===== config.mk =====
export PLATFORM = sky130hd
export DESIGN_NAME = motion_est_core
export DESIGN_NICKNAME = d
export VERILOG_FILES = /design/src/rtl/motion_est_core.sv
export SDC_FILE = /design/constraint.sdc
export NUM_CORES = 1
export LEC_CHECK = 0
export BUFFER_PORTS_ARGS = -buffer_cell sky130_fd_sc_hd__buf_2
export CORE_MARGIN = 3
export CORE_UTILIZATION = 25
export DETAILED_ROUTE_END_ITERATION = 10
export SLEW_MARGIN = 20
export SYNTH_ARGS = -nofsm -noshare
export SYNTH_HDL_FRONTEND = slang
export SYNTH_SLANG_ARGS = --single-unit

===== constraint.sdc =====
create_clock -name clock -period 5.55 [get_ports clock]
set_input_delay 1.11 -clock clock [delete_from_list [all_inputs] [get_ports clock]]
set_output_delay 1.11 -clock clock [all_outputs]
set_load 0.02 [all_outputs]

===== src/rtl/motion_est_core.sv =====
// Full-search 16x16 block matcher over a 32x32 window, two candidates per pass.
// Define ME_EARLY_EXIT_EN to stop as soon as a pass finds a zero-SAD match.
module motion_est_core #(
  parameter int PIXEL_W = 8,
  parameter int ACC_W   = 16,
  parameter int DIST_W  = 8
) (
  input  logic               clock,
  input  logic               reset,
  input  logic               start,
  input  logic [PIXEL_W-1:0] R,
  input  logic [PIXEL_W-1:0] S1,
  input  logic [PIXEL_W-1:0] S2,
  output logic [7:0]         AddressR,
  output logic [9:0]         AddressS1,
  output logic [9:0]         AddressS2,
  output logic [DIST_W-1:0]  BestDist,
  output logic [3:0]         motionX,
  output logic [3:0]         motionY,
  output logic               completed
);

  typedef enum logic [1:0] {
    IDLE,
    RUN,
    DRAIN,
    DONE
  } state_t;

  state_t state, state_n;

  logic [7:0]         k;
  logic [2:0]         oxi;
  logic [3:0]         oy;
  logic               dcnt;
  logic               dv;
  logic [ACC_W-1:0]   acc1, acc2, minv;
  logic [PIXEL_W-1:0] ad1, ad2;
  logic [ACC_W-1:0]   m1, m2;
  logic               lt1, lt2;
  logic               cmp, last, ez, accept, act;
  logic [DIST_W-1:0]  sat;
  logic [3:0]         ox;
  logic [4:0]         wy, wx1, wx2;

  assign ox  = {oxi, 1'b0};
  assign wy  = {1'b0, oy} + {1'b0, k[7:4]};
  assign wx1 = {1'b0, ox} + {1'b0, k[3:0]};
  assign wx2 = wx1 + 5'd1;
  assign act = (state == RUN) || (state == DRAIN);

  assign AddressR  = act ? k : 8'd0;
  assign AddressS1 = act ? {wy, wx1} : 10'd0;
  assign AddressS2 = act ? {wy, wx2} : 10'd0;
  assign completed = (state == DONE);

  assign ad1 = (R > S1) ? R - S1 : S1 - R;
  assign ad2 = (R > S2) ? R - S2 : S2 - R;

  // S1 is ahead of S2 in scan order, so it is compared first
  assign lt1 = acc1 < minv;
  assign m1  = lt1 ? acc1 : minv;
  assign lt2 = acc2 < m1;
  assign m2  = lt2 ? acc2 : m1;
  assign sat = (|m2[ACC_W-1:DIST_W]) ? '1 : m2[DIST_W-1:0];

  assign cmp    = (state == DRAIN) && dcnt;
  assign last   = (oy == 4'hF) && (oxi == 3'h7);
  assign accept = start && ((state == IDLE) || (state == DONE));

`ifdef ME_EARLY_EXIT_EN
  assign ez = (m2 == '0);
`else
  assign ez = 1'b0;
`endif

  always_comb begin
    state_n = state;
    unique case (state)
      IDLE:    if (start) state_n = RUN;
      RUN:     if (k == 8'hFF) state_n = DRAIN;
      DRAIN:   if (dcnt) state_n = (last || ez) ? DONE : RUN;
      DONE:    if (start) state_n = RUN;
      default: state_n = IDLE;
    endcase
  end

  always_ff @(posedge clock) begin
    if (reset) begin
      state    <= IDLE;
      k        <= '0;
      oxi      <= '0;
      oy       <= '0;
      dcnt     <= 1'b0;
      dv       <= 1'b0;
      acc1     <= '0;
      acc2     <= '0;
      minv     <= '1;
      BestDist <= '1;
      motionX  <= '0;
      motionY  <= '0;
    end else begin
      state <= state_n;
      dv    <= (state == RUN);
      if (dv) begin
        acc1 <= acc1 + ACC_W'(ad1);
        acc2 <= acc2 + ACC_W'(ad2);
      end
      if (accept) begin
        k        <= '0;
        oxi      <= '0;
        oy       <= '0;
        dcnt     <= 1'b0;
        acc1     <= '0;
        acc2     <= '0;
        minv     <= '1;
        BestDist <= '1;
        motionX  <= '0;
        motionY  <= '0;
      end else if (state == RUN) begin
        if (k != 8'hFF) k <= k + 8'd1;
      end else if (state == DRAIN) begin
        dcnt <= ~dcnt;
        if (cmp) begin
          minv     <= m2;
          BestDist <= sat;
          if (lt2) begin
            motionX <= {~oxi[2], oxi[1:0], 1'b1};
            motionY <= {~oy[3], oy[2:0]};
          end else if (lt1) begin
            motionX <= {~oxi[2], oxi[1:0], 1'b0};
            motionY <= {~oy[3], oy[2:0]};
          end
          acc1 <= '0;
          acc2 <= '0;
          k    <= '0;
          if (state_n == DONE) {oy, oxi} <= '0;
          else {oy, oxi} <= {oy, oxi} + 7'd1;
        end
      end
    end
  end

endmodule


==> flow_metrics.py, run 1 <==
metrics = {
    "global_routing": {
        "grt_pass1_wl_um": 30000,
        "grt_max_degree": 64,
        "overflow": 0,
        "first_global_vias": 5956,
        "antenna_found_initial": 0,
        "grt.total_usage": 0.125,
    },
    "worst_setup_path": {
        "crit_family": "compound AO/OA/AOI/OAI gates",
        "critPathArrivalTime_ns": 5.36,
        "cp_num_buf_inv": 1,
        "startpoint_type": "flip-flop",
        "path_cells": "inv_1 -> ha_1 -> a2111oi_0 -> nand4b_1 -> and3_1 -> mux2i_1 -> ha_1 -> and3_4 -> a211o_1 -> o311a_1 -> a211o_1 -> a31o_1 -> mux2_2 -> o21ai_0",
        "crit_type": "reg -> reg",
        "critical_path.max_stage_delay_ns": 0.89,
        "end_kind": "flip-flop",
        "worstPathRequired_ns": 5.82,
        "critPathMaxFanout": 17,
        "cpMaxStageDelayCell": "and3_1",
    },
    "run_status": {
        "outcome": "complete, no violations",
    },
    "routing": {
        "drcViolationCount": 0,
        "dr_total_vias": 6182,
        "via_per_inst": 4.91,
        "dr.pass1.iters": 4,
        "drt_iter0_drc": 406,
        "drt_wl_total_um": 18100,
        "ant_nets": 0,
        "avgRoutedWirePerCell_um": 14.4,
    },
    "synth": {
        "synth-seq-cells": 83,
        "async_flop_share": 0,
        "avgSynthCellArea_um2": 8.07,
        "synth_area_leaders": "dfxtp_1, ha_1, a21oi_1",
        "postSynthCellCount": 852,
        "synth_top_cell_area_share": 0.242,
        "synth_top_cell_by_area": "dfxtp_1",
        "syn_area_mm2": 0.00688,
        "yosysWarnings": 0,
        "yosysSeqAreaShare": 0.242,
        "synth_edf_count": 0,
        "synthFlopType": "dfxtp_1",
        "ys_types": 62,
        "synthesis.nets": 977,
    },
    "timing": {
        "min_period_ns": 5.10,
        "fin_tns_setup_ns": 0,
        "worst_pin_slew_ns": 1.02,
        "rsz0062_at_grt": "false",
        "fmax_mhz": 196,
        "final.setup_skew_ns": 0.00562,
        "slew_viol_final": 0,
        "fin_crit_sh": 0.918,
        "setup_viol": 0,
        "hold_viol_final": 0,
        "maxSlewHeadroom": 0.320,
        "worst_hold_slack_ns": 0.471,
    },
    "floorplanning": {
        "dieWidth_um": 172,
        "die-area_mm2": 0.0295,
        "ios": 72,
        "row_count": 60,
        "die_h_um": 172,
        "core_area_mm2": 0.0270,
        "start_util": 0.254,
    },
    "cells_and_area": {
        "drive_gt1_frac": 0.137,
        "fin_area_mm2": 0.00787,
        "area_growth_pct": 14.4,
        "final_nets": 1038,
        "final_core_util": 0.291,
        "num_antenna_cells": 0,
    },
    "cts": {
        "clk_latency_ns": 0.34,
        "clkTransAtPathRegs_ns": 0.06,
        "post_cts_resized": 0,
        "cts_tree": "yes",
        "cts-htree-levels": 3,
        "clk_path_buf_depth": 2,
        "clock-sinks": 83,
        "cts_buffers": 9,
        "clockRootBuffer": "clkbuf_16",
        "cts_setup_buffers": 0,
        "postCtsHoldBufs": 0,
    },
    "place": {
        "hpwl_um": 14000,
        "place.gp.congestion": 0.896,
        "placed_area_mm2": 0.00758,
        "port_buffers": 71,
    },
    "pwr": {
        "ir_drop_uv": 130,
        "power.leakage_nw": 3.60,
        "p_per_area_mw_per_mm2": 233,
    },
    "hold_path": {
        "hold_class": "reg -> reg",
    },
    "run": {
        "drv_cap": 0,
    },
}
[registers in the layout (all words and copies together) (netlist names)]
signal	flops
oxi	3
BestDist	8
dcnt	1
motionX	4
acc1	16
motionY	4
minv	16
state	2
dv	1
k	8
acc2	16
oy	4
[worst reg2reg max path, cell delays in order, from the launching register on]
cell       delay, ns
dfxtp_1         0.36
inv_1           0.06
ha_1            0.27
a2111oi_0       0.40
nand4b_1        0.29
and3_1          0.89
mux2i_1         0.38
ha_1            0.30
and3_4          0.18
a211o_1         0.28
o311a_1         0.30
a211o_1         0.35
a31o_1          0.44
mux2_2          0.38
o21ai_0         0.14
[stage by stage]
step / power [mW] / worst slack, ns / instances
final: 1.83 / 0.454 / 1259
after floorplan: 1.14 / 1.03 / 852
after CTS: 1.85 / 0.438 / 1259
after global placement: 1.27 / 0.267 / 1243
after global routing: 1.95 / 0.0168 / 1259
after detailed placement: 1.28 / 0.306 / 1243
[cells in the final DEF, fill, tap and decap left out, types with 3 or more instances in the layout]
master,instances
nand2b_1,3
clkbuf_16,9
o21a_1,4
clkbuf_1,3
xnor2_1,25
a31oi_1,6
nor4_1,6
buf_4,14
and4_1,6
nor2_1,64
nand4_1,15
nor3b_1,3
or3_1,20
nor3_1,15
dfxtp_1,83
ha_1,90
nand2_1,50
nand3_1,42
a211oi_1,21
nor2b_1,21
o211ai_1,4
and3_1,7
a21boi_0,6
a21oi_1,69
xor2_1,17
buf_2,71
mux2_2,15
o31a_1,3
fa_1,8
a21o_1,11
mux2i_1,28
inv_1,75
o21ai_0,60
a31o_2,3
[path summary, 6_finish.rpt]
kind,slack (ns),endpoint,from,cells past startpoint
max,0.45,minv[1],minv[1],14
min,0.47,motionX[0],motionX[0],2
max reg2reg,0.45,minv[1],minv[1],14
min reg2reg,0.47,motionX[0],motionX[0],2
[routing by layer]
layer,part of all wire,global-route usage
met5,0,0
met4,0.013,0.0333
met3,0.041,0.0209
met2,0.46,0.206
met1,0.49,0.169
[area by class of cell]
class	count	area, µm²
fill	2914	19200
tap	341	427
multi-input combinational	658	4760
clock inverter	2	10.0
clock buffer	14	264
timing repair buffer	85	460
inverter	76	285
sequential	83	1660
[report_power, final]
group	total, mW	switching (mW)	internal [mW]
clock network	0.564	0.238	0.327
logic	0.632	0.396	0.236
registers	0.633	0.0214	0.612
total	1.83	0.655	1.17
[logic make-up after synthesis]
group | share of synthesized area
compound gates | 0.193
buf+inv | 0.0681
fa+ha+maj | 0.187
simple gates | 0.189
flops | 0.242
mux | 0.0675
xor+xnor | 0.0535
[cells in the mapped netlist, drive strengths merged (4+ instances only)]
cell type and count:
o211ai 5, xnor2 25, dfxtp 83, o21ai 62
clkbuf 19, o21a 4, nand2 50, and4 6
nor2b 21, fa 8, a21o 12, nor2 64
a31oi 6, nor4 6, inv 75, mux2 16
a21oi 70, and3 8, a21boi 6, buf 16
a211oi 21, nand3 43, mux2i 28, ha 90
nor3 15, xor2 17, or3 20, nand4 15
a31o 4
Note: power is estimated with default switching activity, not from simulation.
==> run 2, diff against run 1 <==
==> constraint.sdc (replaced) <==
create_clock -name clock -period 5.55 [get_ports clock]
set_input_delay 0.2775 -clock clock [delete_from_list [all_inputs] [get_ports clock]]
set_output_delay 0.2775 -clock clock [all_outputs]
set_load 0.02 [all_outputs]
==> run 2 against run 1 <==
  * Fmax rose by 2.0%
  * Utilization hardly changed
  * Worst hold slack got worse by 0.27 ns
  * Worst setup slack better by 0.099 ns
  * Die area stayed put
  * Final cell count shrank 0.56%
  * First-iteration DRC count down 21%
  * Clock-buffer cell count shrank 4
  * Clock skew up 0.00057 ns
  * Critical endpoint is now minv[0]
  * Largest power group unchanged
==> flow_metrics.py, run 2 (synthesis results as in run 1) <==
metrics = {
    "worst_setup_path": {
        "cp-startpoint": "acc1[9]",
        "cpMaxStageDelayCell": "and3_1",
        "reg2reg_to": "minv[0]",
        "crit_path_frequent_cell": "o21ai_0",
        "critical_path.max_stage_delay_ns": 0.60,
        "path_cells": "ha_1 -> a21oi_1 -> o21ai_0 -> a221oi_2 -> and3_1 -> buf_4 -> mux2i_1 -> ha_1 -> a211oi_1 -> o21ai_0 -> a31o_2 -> a211o_1 -> a31o_1 -> o21ai_0 -> o21ai_0",
        "worstPathRequired_ns": 5.75,
        "end_kind": "flip-flop",
        "critPathArrivalTime_ns": 5.20,
        "r2r-start": "acc1[9]",
        "critPathMaxFanout": 16,
        "reg2regPathDepth": 15,
        "crit_type": "reg -> reg",
        "startpoint_type": "flip-flop",
        "r2r_slack_ns": 0.55,
    },
    "routing": {
        "drt_iter0_drc": 320,
        "avgRoutedWirePerCell_um": 14.1,
        "drcViolationCount": 0,
        "drt_wl_total_um": 17700,
        "dr.pass1.iters": 5,
        "ant_nets": 0,
        "dr_total_vias": 6187,
        "via_per_inst": 4.94,
    },
    "timing": {
        "fin_tns_setup_ns": 0,
        "setup_viol": 0,
        "fmax_mhz": 200,
        "maxSlewHeadroom": 0.371,
        "hold_viol_final": 0,
        "final.setup_skew_ns": 0.00619,
        "min_period_ns": 5.00,
        "slew_viol_final": 0,
        "fin_crit_sh": 0.900,
        "worst_pin_slew_ns": 0.934,
        "worst_hold_slack_ns": 0.196,
        "fin_ws_ns": 0.553,
        "rsz0062_at_grt": "false",
    },
    "cells_and_area": {
        "mostFrequentLayoutCell": "ha_1",
        "fillerInstances": 2915,
        "final_nets": 1034,
        "fin_area_mm2": 0.00786,
        "drive_gt1_frac": 0.132,
        "biggestRegsByFlops": "acc1 (16), acc2 (16), minv (16)",
        "final_core_util": 0.291,
        "num_antenna_cells": 0,
        "most-common-layout-cells": "ha_1, dfxtp_1, inv_1",
        "area_growth_pct": 14.3,
    },
    "cts": {
        "cts_buffers": 9,
        "clkTransAtPathRegs_ns": 0.06,
        "clock-sinks": 83,
        "clockRootBuffer": "clkbuf_16",
        "postCtsHoldBufs": 0,
        "cts_setup_buffers": 0,
        "cts-htree-levels": 3,
        "post_cts_resized": 0,
        "clk_path_buf_depth": 2,
        "cts_tree": "yes",
        "clk_latency_ns": 0.34,
    },
    "place": {
        "dp_slack_ns": 0.674,
        "port_buffers": 71,
        "hpwl_um": 13800,
        "placed_area_mm2": 0.00755,
        "place.gp.congestion": 0.863,
    },
    "floorplanning": {
        "ios": 72,
        "die-area_mm2": 0.0295,
        "dieWidth_um": 172,
        "row_count": 60,
        "start_util": 0.254,
        "core_area_mm2": 0.0270,
        "die_h_um": 172,
    },
    "global_routing": {
        "first_global_vias": 5833,
        "grt_pass1_wl_um": 29000,
        "grt.total_usage": 0.120,
        "antenna_found_initial": 0,
        "grt_max_degree": 64,
        "overflow": 0,
    },
    "run": {
        "drv_cap": 0,
    },
    "hold_path": {
        "holdPathStages": 2,
        "hp-start": "reset",
        "min_to": "state[1]",
        "hold_class": "in -> reg",
    },
    "pwr": {
        "ir_drop_uv": 165,
        "power.leakage_nw": 3.60,
        "p_per_area_mw_per_mm2": 242,
    },
    "run_status": {
        "outcome": "complete, no violations",
    },
}
[run 2: changes by cell type in the layout (fill, tap and decap cells not counted), sizes merged]
cell / previous run / this run
buf: 85 / 81
clkbuf: 14 / 10
bufinv: 0 / 2
clkinv: 3 / 2
[run 2: critical path: cells and delay by family (launching register included)]
kind	cells	cell delay, ns
flops	1	0.44
mux	1	0.26
buf+inv	1	0.31
simple gates	1	0.60
fa+ha+maj	2	0.59
compound gates	10	2.64
[run 2: layer usage]
metal	global-route usage	share of wire	wire (µm)
met1	0.163	0.49	8670
met2	0.200	0.46	8130
met3	0.0211	0.040	714
met4	0.0246	0.011	189
met5	0	0	0
[run 2: cell type report]
cell class | count | area [µm²] | share of cell area
tap | 341 | 427 | 0.0543
clock inverter | 3 | 65.1 | 0.00828
multi-input combinational | 658 | 4750 | 0.605
sequential | 83 | 1660 | 0.211
inverter | 76 | 285 | 0.0363
clock buffer | 10 | 239 | 0.0304
timing repair buffer | 81 | 430 | 0.0548
[run 2: worst max path at each step]
stage / end / depth (start not counted)
floorplan: BestDist[7] / 19
global placement: BestDist[0] / 16
detailed placement: minv[0] / 16
CTS: minv[0] / 15
global route: BestDist[6] / 15
finish: minv[0] / 15
[run 2: per-stage QoR]
step                power, mW  cells
floorplan                1.14    852
global placement         1.27   1239
detailed placement       1.28   1239
CTS                      1.91   1252
global route             2.01   1252
finish                   1.90   1252
[run 2: power by group]
part | total [mW] | switching [mW] | internal (mW) | leakage, nW
Sequential | 0.634 | 0.0219 | 0.612 | 0.670
Combinational | 0.634 | 0.399 | 0.235 | 2.77
Clock | 0.634 | 0.235 | 0.398 | 0.150
Total | 1.90 | 0.656 | 1.24 | 3.60
